[config.mk]
export PLATFORM = sky130hd
export DESIGN_NAME = clkdiv_ctrl
export DESIGN_NICKNAME = d
export VERILOG_FILES = /design/src/rtl/clkdiv_pkg.sv /design/src/rtl/clkdiv_core.sv /design/src/rtl/clkdiv_ctrl.sv
export SDC_FILE = /design/constraint.sdc
export NUM_CORES = 1
export LEC_CHECK = 0
export ABC_AREA = 1
export ABC_CLOCK_PERIOD_IN_PS = 1700
export BUFFER_PORTS_ARGS = -buffer_cell sky130_fd_sc_hd__buf_2
export CORE_UTILIZATION = 50
export CTS_CLUSTER_DIAMETER = 60
export DETAILED_ROUTE_END_ITERATION = 12
export PLACE_DENSITY = 0.78
export SLEW_MARGIN = 5
export SYNTH_ARGS = -nofsm -noshare
export SYNTH_HDL_FRONTEND = slang
export SYNTH_SLANG_ARGS = --single-unit
export TNS_END_PERCENT = 50
[constraint.sdc]
create_clock -name clk -period 1.7 [get_ports clk]
set_input_delay 0.425 -clock clk [delete_from_list [all_inputs] [get_ports clk]]
set_output_delay 0.425 -clock clk [all_outputs]
set_load 0.03 [all_outputs]
[src/rtl/clkdiv_pkg.sv]
// ============================================================================
// clkdiv_pkg : shared state type, constants and helpers for the clock divider
// Revision   : 1.0
// ============================================================================
`default_nettype none

package clkdiv_pkg;

    typedef enum logic [1:0] {
        ST_IDLE = 2'd0,
        ST_RUN  = 2'd1,
        ST_PEND = 2'd2
    } state_t;

    localparam int MIN_DIV = 2;

    // Number of high cycles of the posedge phase for ratio n.
    function automatic logic [31:0] div_high_len(input logic [31:0] n);
        return n >> 1;
    endfunction

endpackage

`default_nettype wire

[src/rtl/clkdiv_core.sv]
// ============================================================================
// clkdiv_core : divide counter, tick and div_out generation (CLKDIV_CTRL_HALFCYC_EN
//               adds the negedge phase for 50% duty on odd ratios)
// Revision    : 1.0
// ============================================================================
`default_nettype none

module clkdiv_core
    import clkdiv_pkg::*;
#(
    parameter int CNT_W = 8
) (
    input  logic             clk,
    input  logic             rst,
    input  logic             run_i,
    input  logic [CNT_W-1:0] n_act_i,
    output logic             tick_o,
    output logic             div_out_o
);

    logic [CNT_W-1:0] cnt_q;
    logic [CNT_W-1:0] cnt_d;
    logic [31:0]      w_half;
    logic             w_hi;

    assign w_half = div_high_len(32'(n_act_i));
    assign tick_o = run_i && (cnt_q == (n_act_i - CNT_W'(1)));
    assign w_hi   = run_i && (32'(cnt_q) < w_half);

    always_comb begin
        cnt_d = cnt_q + CNT_W'(1);
        if (!run_i || tick_o) begin
            cnt_d = '0;
        end
    end

    always_ff @(posedge clk) begin
        if (!rst) begin
            cnt_q <= '0;
        end else begin
            cnt_q <= cnt_d;
        end
    end

`ifdef CLKDIV_CTRL_HALFCYC_EN
    // Half-cycle delayed copy of the high phase stretches odd ratios to 50% duty.
    logic neg_q;

    always_ff @(negedge clk) begin
        if (!rst || !run_i) begin
            neg_q <= 1'b0;
        end else begin
            neg_q <= w_hi;
        end
    end

    assign div_out_o = w_hi | (n_act_i[0] & neg_q);
`else
    assign div_out_o = w_hi;
`endif

endmodule

`default_nettype wire

[src/rtl/clkdiv_ctrl.sv]
// ============================================================================
// clkdiv_ctrl : run-time ratio controller for an integer clock divider
//               (optional CLKDIV_CTRL_HALFCYC_EN handled in clkdiv_core)
// Revision    : 1.0
// ============================================================================
`default_nettype none

module clkdiv_ctrl
    import clkdiv_pkg::*;
#(
    parameter int CNT_W       = 8,
    parameter int DEFAULT_DIV = 3
) (
    input  logic             clk,
    input  logic             rst,
    input  logic             enable,
    input  logic             cfg_valid,
    input  logic [CNT_W-1:0] cfg_div,
    output logic             cfg_ready,
    output logic             cfg_err,
    output logic             div_out,
    output logic             tick,
    output logic             busy
);

    state_t           state_q;
    state_t           state_d;
    logic [CNT_W-1:0] n_act_q;
    logic [CNT_W-1:0] n_act_d;
    logic [CNT_W-1:0] n_pend_q;
    logic [CNT_W-1:0] n_pend_d;
    logic             cfg_err_q;
    logic             w_xfer;
    logic             w_legal;
    logic             w_run;
    logic             w_tick;

    assign cfg_ready = (state_q != ST_PEND);
    assign busy      = (state_q != ST_IDLE);
    assign cfg_err   = cfg_err_q;
    assign tick      = w_tick;
    assign w_run     = busy;
    assign w_xfer    = cfg_valid & cfg_ready;
    assign w_legal   = (cfg_div >= CNT_W'(MIN_DIV));

    always_comb begin
        state_d  = state_q;
        n_act_d  = n_act_q;
        n_pend_d = n_pend_q;
        case (state_q)
            ST_IDLE: begin
                if (w_xfer && w_legal) begin
                    n_act_d = cfg_div;
                end
                if (enable) begin
                    state_d = ST_RUN;
                end
            end
            ST_RUN: begin
                // A new ratio outranks a stop request landing on the same tick.
                if (w_xfer && w_legal) begin
                    n_pend_d = cfg_div;
                    state_d  = ST_PEND;
                end else if (w_tick && !enable) begin
                    state_d = ST_IDLE;
                end
            end
            ST_PEND: begin
                if (w_tick) begin
                    n_act_d = n_pend_q;
                    state_d = enable ? ST_RUN : ST_IDLE;
                end
            end
            default: begin
                state_d = ST_IDLE;
            end
        endcase
    end

    always_ff @(posedge clk) begin
        if (!rst) begin
            state_q   <= ST_IDLE;
            n_act_q   <= CNT_W'(DEFAULT_DIV);
            n_pend_q  <= '0;
            cfg_err_q <= 1'b0;
        end else begin
            state_q   <= state_d;
            n_act_q   <= n_act_d;
            n_pend_q  <= n_pend_d;
            cfg_err_q <= w_xfer && !w_legal;
        end
    end

    clkdiv_core #(
        .CNT_W (CNT_W)
    ) u_core (
        .clk       (clk),
        .rst       (rst),
        .run_i     (w_run),
        .n_act_i   (n_act_q),
        .tick_o    (w_tick),
        .div_out_o (div_out)
    );

endmodule

`default_nettype wire

* After elaboration in Yosys (flattened, before gate mapping) *
Cells that the tools add are included.

operators by class
  order comparisons = 2
  bitwise logic cells = 2
  multiplexer cells = 9
  reductions and logical operators = 16
  equality and inequality tests = 8
  add/subtract/negate cells = 2

operator list
  cell                 count
  $mux 8               2
  $pmux 8 s2           1
  $add 8x1->8 const B  1
  $eq 8x8->1           1
  $ge 8x2->1 const B   1
  $lt 8x7->1           1
  $mux 2               4
  $sub 8x1->8 const B  1
  $ne 2x2->1 const B   3
  $pmux 2 s3           1
  $reduce_and 3->1     2
  $logic_and 1x1->1    5
  $reduce_bool 2->1    2
  $logic_not 1->1      3
  $ne 3x3->1 const B   1
  $eq 2x1->1 const B   1
  $eq 2x2->1 const B   1
  $logic_not 2->1      1
  $ne 2x1->1 const B   1
  $reduce_and 2->1     1
  $reduce_or 2->1      1
  $and 1x1->1          1
  $logic_or 1x1->1     1
  $mux 1               1
  $not 1->1            1

storage, ports and cells
  register bits = 27
  input bits = 12
  word-level logic and storage cells = 44
  output and inout port bits = 5

* Longest topological paths before layout *
  depth after elaboration = 7
  mapped depth = 14
  gate-level depth less buffers = 13

* Cells and area by module *
Synthesis repeated with hierarchy kept, for this count alone.

unflattened totals
  cell total of the unflattened synthesis = 271
  area, all modules = 1,734.2 um2

modules (own cells, without submodules)
  module       times used  seq. area each (um2)  cells each  area an instance (um2)
  clkdiv_ctrl  1           380.4                 146         968.4
  clkdiv_core  1           160.2                 125         765.7

* Worst setup path after synthesis *
Ideal clock, no wire load.

  path kind = reg-to-output
  from = register n_act_q[2]
  to = output div_out
  data required time = 1.275 ns
  slack = -0.451 ns
  arrival = 1.726 ns
  buffers on the path = 0
  stages on the path, launching flop included = 7
  cells stage by stage = dfxtp_1 inv_2 ha_1 o21a_1 o211ai_1 a21oi_1 nor3_1

between the ends
  cells in the longest elaborated chain, start to end = 2

RTL lines
  what                    RTL line           source
  from (decl)             clkdiv_ctrl.sv:28  logic [CNT_W-1:0] n_act_q;
  from (signal assigned)  clkdiv_ctrl.sv:83  n_act_q <= CNT_W'(DEFAULT_DIV);
  from (signal assigned)  clkdiv_ctrl.sv:88  n_act_q <= n_act_d;
  $lt 8x7->1              clkdiv_core.sv:28  assign w_hi = run_i && (32'(cnt_q) < w_half);
  $logic_and 1x1->1       clkdiv_core.sv:28
  to (decl)               clkdiv_ctrl.sv:21  output logic div_out,

No other way between the ends.

* Worst setup path after layout *
  from = register n_act_q[1]
  to = output tick

between the ends
  cells in the longest elaborated chain, start to end = 3

RTL lines
  what               RTL line           source
  $sub 8x1->8        clkdiv_core.sv:27  assign tick_o = run_i && (cnt_q == (n_act_i - CNT_W'(1)));
  $eq 8x8->1         clkdiv_core.sv:27
  $logic_and 1x1->1  clkdiv_core.sv:27
  to (decl)          clkdiv_ctrl.sv:22  output logic tick,

No other way between the ends.

==> results.txt <==
- Of the total synthesized cell area, the portion taken by AND, OR, NAND and NOR gates is 0.346.
* Routed len/inst: 12.3 um
* Initial Utilization: 0.538
- Final instance area: 2280 um2
- Slew at the pin closest to its max-slew limit: 0.405 ns
- Walking the worst path, the cells encountered are inv_4 > ha_4 > inv_2 > nand2_2 > nand2_1 > nand2_1 > nand2_2 > nand3_2 > nor2_4 > nand2_2 > nor2_4 > buf_6.
* Synthesized-area fraction occupied by ao, oa, aoi and oai cells: 0.126
- Parity-gate share of the synthesized area counting xor and xnor cells: 0.0472
- Data arrival at the endpoint of the critical path: 1.76 ns
* Antenna diode count: 0
* Vias in the first global route: 1493
- Counting both buffers and inverters, the worst setup path holds a total of 3.
* Total number of nets in the final design: 312
* Fill cell instance count of the final layout: 267
* Total grt overflow: 0
* Number of synthesized register bits: 27
* Final weighted congestion in routability-driven placement: 0.841
* Minimum clock period after layout: 2.19 ns
- The worst setup path is of the reg2out kind.
- Clock-pin slew was measured on the worst setup and hold paths at 0.15 ns.
- From left edge to right edge, the die measures 59.8 um.
- During synthesis, Yosys emitted a total of 0 warnings.
- In this run the clock root is driven by a sky130_fd_sc_hd__clkbuf_4.
- CP max FO: 4
* Die Height: 59.8 um
- The detail route stage leaves a number of antenna-violating nets equal to 0.
* Cell repeated most along the worst path: sky130_fd_sc_hd__nand2_2
- Final hold viol count: 0
* Placed cell count: 324
* Number of sinks handled by clock tree synthesis: 27
- The number of nets in the synthesized netlist is 264.
* TritonCTS clock tree: yes
* Total of buffers placed on input and output ports: 16
- The area growth from synthesis to layout is 36.5%.
- Number of standard cells in the final layout excluding fillers: 335
* Core Box Area: 3100 um2
- After synthesis, the mean cell area works out to 6.84 um2.
* Remaining design rule violation count: 0
- Total cell area at the placement stage: 2060 um2
* Overall via count from detail_route: 1720
* # setup viols final: 11
- Dividing total power by cell area gives a power density of 713 nW/um2.
- Boundary pin count: 17
* First-pass iteration count of the detailed router: 4
- After floorplanning, the core was divided into 20 placement rows.
- For this run, the register share of the synthesized area comes to 0.324.
- For the final routed database, the setup TNS stands at -3.91 ns.
- DR vias/cell: 5.13
- After layout, the design draws a total of 1.62 mW.
- Total wirelength of the detailed-routed design: 4.12 mm
- Gate family responsible for the most delay along the worst path: simple AND/OR/NAND/NOR gates
- In this run the number of H-tree levels came out at 1.
- Maximum resistive drop on vdd: 0.516 mV
- Max-cap violations in this run came to 0.
- Element type at the critical path end: primary output
* Max-slew headroom at the worst pin: 0.728
- Pin count of the biggest net entering global routing: 19
- The die covers 3570 um2.
- The slowest stage of the critical path belongs to the cell sky130_fd_sc_hd__dfxtp_4.
- In the synthesized netlist, the number of instances is 244.
- The checks that failed: negative setup slack.
- Sequential cell area: 558 um2
- Synthesized-area fraction occupied by adder cells: 0.0600
- The later pin in the worst-skew pair is clocked with a latency of 0.34 ns.
* Kind of start point of the critical path: flip-flop
- Hold/Removal Path Class: in2reg
- Dominant combinational cell family by area after synthesis: simple AND/OR/NAND/NOR gates
* Number of antenna violations at the first check in global routing: 0
* Combined area of the multi-input logic cells: 1110 um2
* Detail Placement HPWL: 2.79 mm
- After layout, the worst setup slack is -0.485 ns.
* Layout cells sized above 1: 0.392
- Req. time, crit path: 1.27 ns
* Post-synth cell types: 28
- After the first detailed-routing iteration, the DRC count stood at 60.
- In the finished design, the share of the clock period the worst path needs comes to 1.29.
* Static leakage power: 1.02 nW
- The count of pins over their slew limit is 0.
* RSZ-0062 raised after global routing: yes
* Slowest cell delay on critical path: 0.41 ns
- Synthesized cell area: 1670 um2
- Status: finished, violations left
* Multiplexer fraction of the synthesized cell area: 0
* Maximum operating frequency: 458 MHz
* Total GRT Usage: 0.239
- No sink is reached through more buffers than the 2 on the longest clock path.
- Across the routed clock network, the largest skew measured is 0.00139 ns.
- The first global-routing pass estimated 6.38 mm of wire.
- Measured on the finished design, the core utilization comes to 0.734.
* Number of buffers added by the clock tree synthesis step: 3
[worst register-to-register path: stages, from the launching register on]
cell	delay (ns)
sky130_fd_sc_hd__dfxtp_4	0.40
sky130_fd_sc_hd__inv_4	0.06
sky130_fd_sc_hd__ha_4	0.15
sky130_fd_sc_hd__nand2_2	0.08
sky130_fd_sc_hd__nand2_2	0.08
sky130_fd_sc_hd__nand2_1	0.05
sky130_fd_sc_hd__nand2_1	0.06
sky130_fd_sc_hd__nand3_2	0.08
sky130_fd_sc_hd__nor2_4	0.15
sky130_fd_sc_hd__buf_4	0.13
sky130_fd_sc_hd__buf_6	0.08
sky130_fd_sc_hd__buf_6	0.08
sky130_fd_sc_hd__buf_6	0.08
sky130_fd_sc_hd__buf_6	0.11
sky130_fd_sc_hd__nand3_4	0.16
sky130_fd_sc_hd__a21oi_2	0.19
sky130_fd_sc_hd__nor2_1	0.07
[stage by stage]
step           setup WS (ns)  hold WS [ns]
6_report              -0.485         0.337
5_1_grt               -0.607         0.334
4_1_cts               -0.478         0.323
3_5_place_dp          -0.158         0.437
3_3_place_gp          -0.124         0.432
2_1_floorplan        -0.0583         0.425
[cell type report]
cell class,instances,share of cell area
Clock buffer,3,0.00988
Clock inverter,1,0.00329
Multi-Input combinational cell,179,0.489
Tap cell,44,0.0242
Inverter,32,0.0560
Sequential cell,27,0.245
Timing Repair Buffer,49,0.173
[placed cells by master, fill, tap and decap left out, drive strengths merged]
cell type,instances
xnor2,3
xor2,6
nand3,29
o21ai,18
nand2,55
clkinvlp,1
nor3b,1
ha,8
o211ai,1
or2,1
nor2,29
buf,49
a21oi,21
dfxtp,27
nor4,1
nand4,2
o21a,1
nor3,3
clkbuf,3
inv,32
[cell families (layout without fill, tap and decap cells)]
family | after synthesis | after routing
adders and majority gates | 8 | 8
xor gates and xnor gates | 9 | 9
AOI/OAI and AO/OA | 41 | 41
DFF | 27 | 27
buffers and inverters | 39 | 85
and+or+nand+nor | 120 | 121
[metal layers]
metal	global-route usage	vias to the layer above	part of all wire
li1	-	894	-
met1	0.305	774	0.44
met2	0.392	37	0.50
met3	0.0390	15	0.033
met4	0.110	0	0.032
met5	0	-	0
[power breakdown]
group / switching, mW / internal, mW
clock network: 0.200 / 0.0904
registers: 0.0391 / 0.676
logic: 0.331 / 0.288
[state kept, by name, summed over array words and instances (netlist names)]
register      cells
u_core.cnt_q      8
n_pend_q          8
cfg_err           1
state_q           2
n_act_q           8
[synth_stat cells (all sizes together)]
| cell | number | area share |
|---|---|---|
| nand2 | 55 | 0.13 |
| clkbuf | 2 | 0.0045 |
| a21oi | 21 | 0.063 |
| xor2 | 6 | 0.031 |
| o21ai | 18 | 0.054 |
| nor3 | 3 | 0.0090 |
| nor2 | 29 | 0.085 |
| dfxtp | 27 | 0.32 |
| o21a | 1 | 0.0045 |
| buf | 5 | 0.020 |
| nand4 | 2 | 0.0075 |
| o211ai | 1 | 0.0045 |
| nor4 | 1 | 0.0038 |
| or2 | 1 | 0.0038 |
| inv | 32 | 0.072 |
| nor3b | 1 | 0.0045 |
| ha | 8 | 0.060 |
| nand3 | 28 | 0.10 |
| xnor2 | 3 | 0.016 |
[final timing paths]
| path | endpoint | cells after the start | slack [ns] | from |
|---|---|---|---|---|
| hold reg to reg | n_pend_q[5] | 2 | 0.46 | n_pend_q[5] |
| setup reg to reg | n_act_q[3] | 16 | -0.40 | n_act_q[1] |
| setup / recovery | tick | 12 | -0.49 | n_act_q[1] |
| hold / removal | cfg_err | 3 | 0.34 | cfg_valid |
[timing repair]
| item | 4_1_cts | 5_1_grt |
|---|---|---|
| cloned | 1 | 0 |
| buffers inserted | 1 | 5 |
| gates resized for setup | 18 | 22 |
| pin swaps | 12 | 6 |
| setup endpoints to repair | 11 | 20 |
| hold buffers | 0 | 0 |
(Power assumes the default switching activity.)
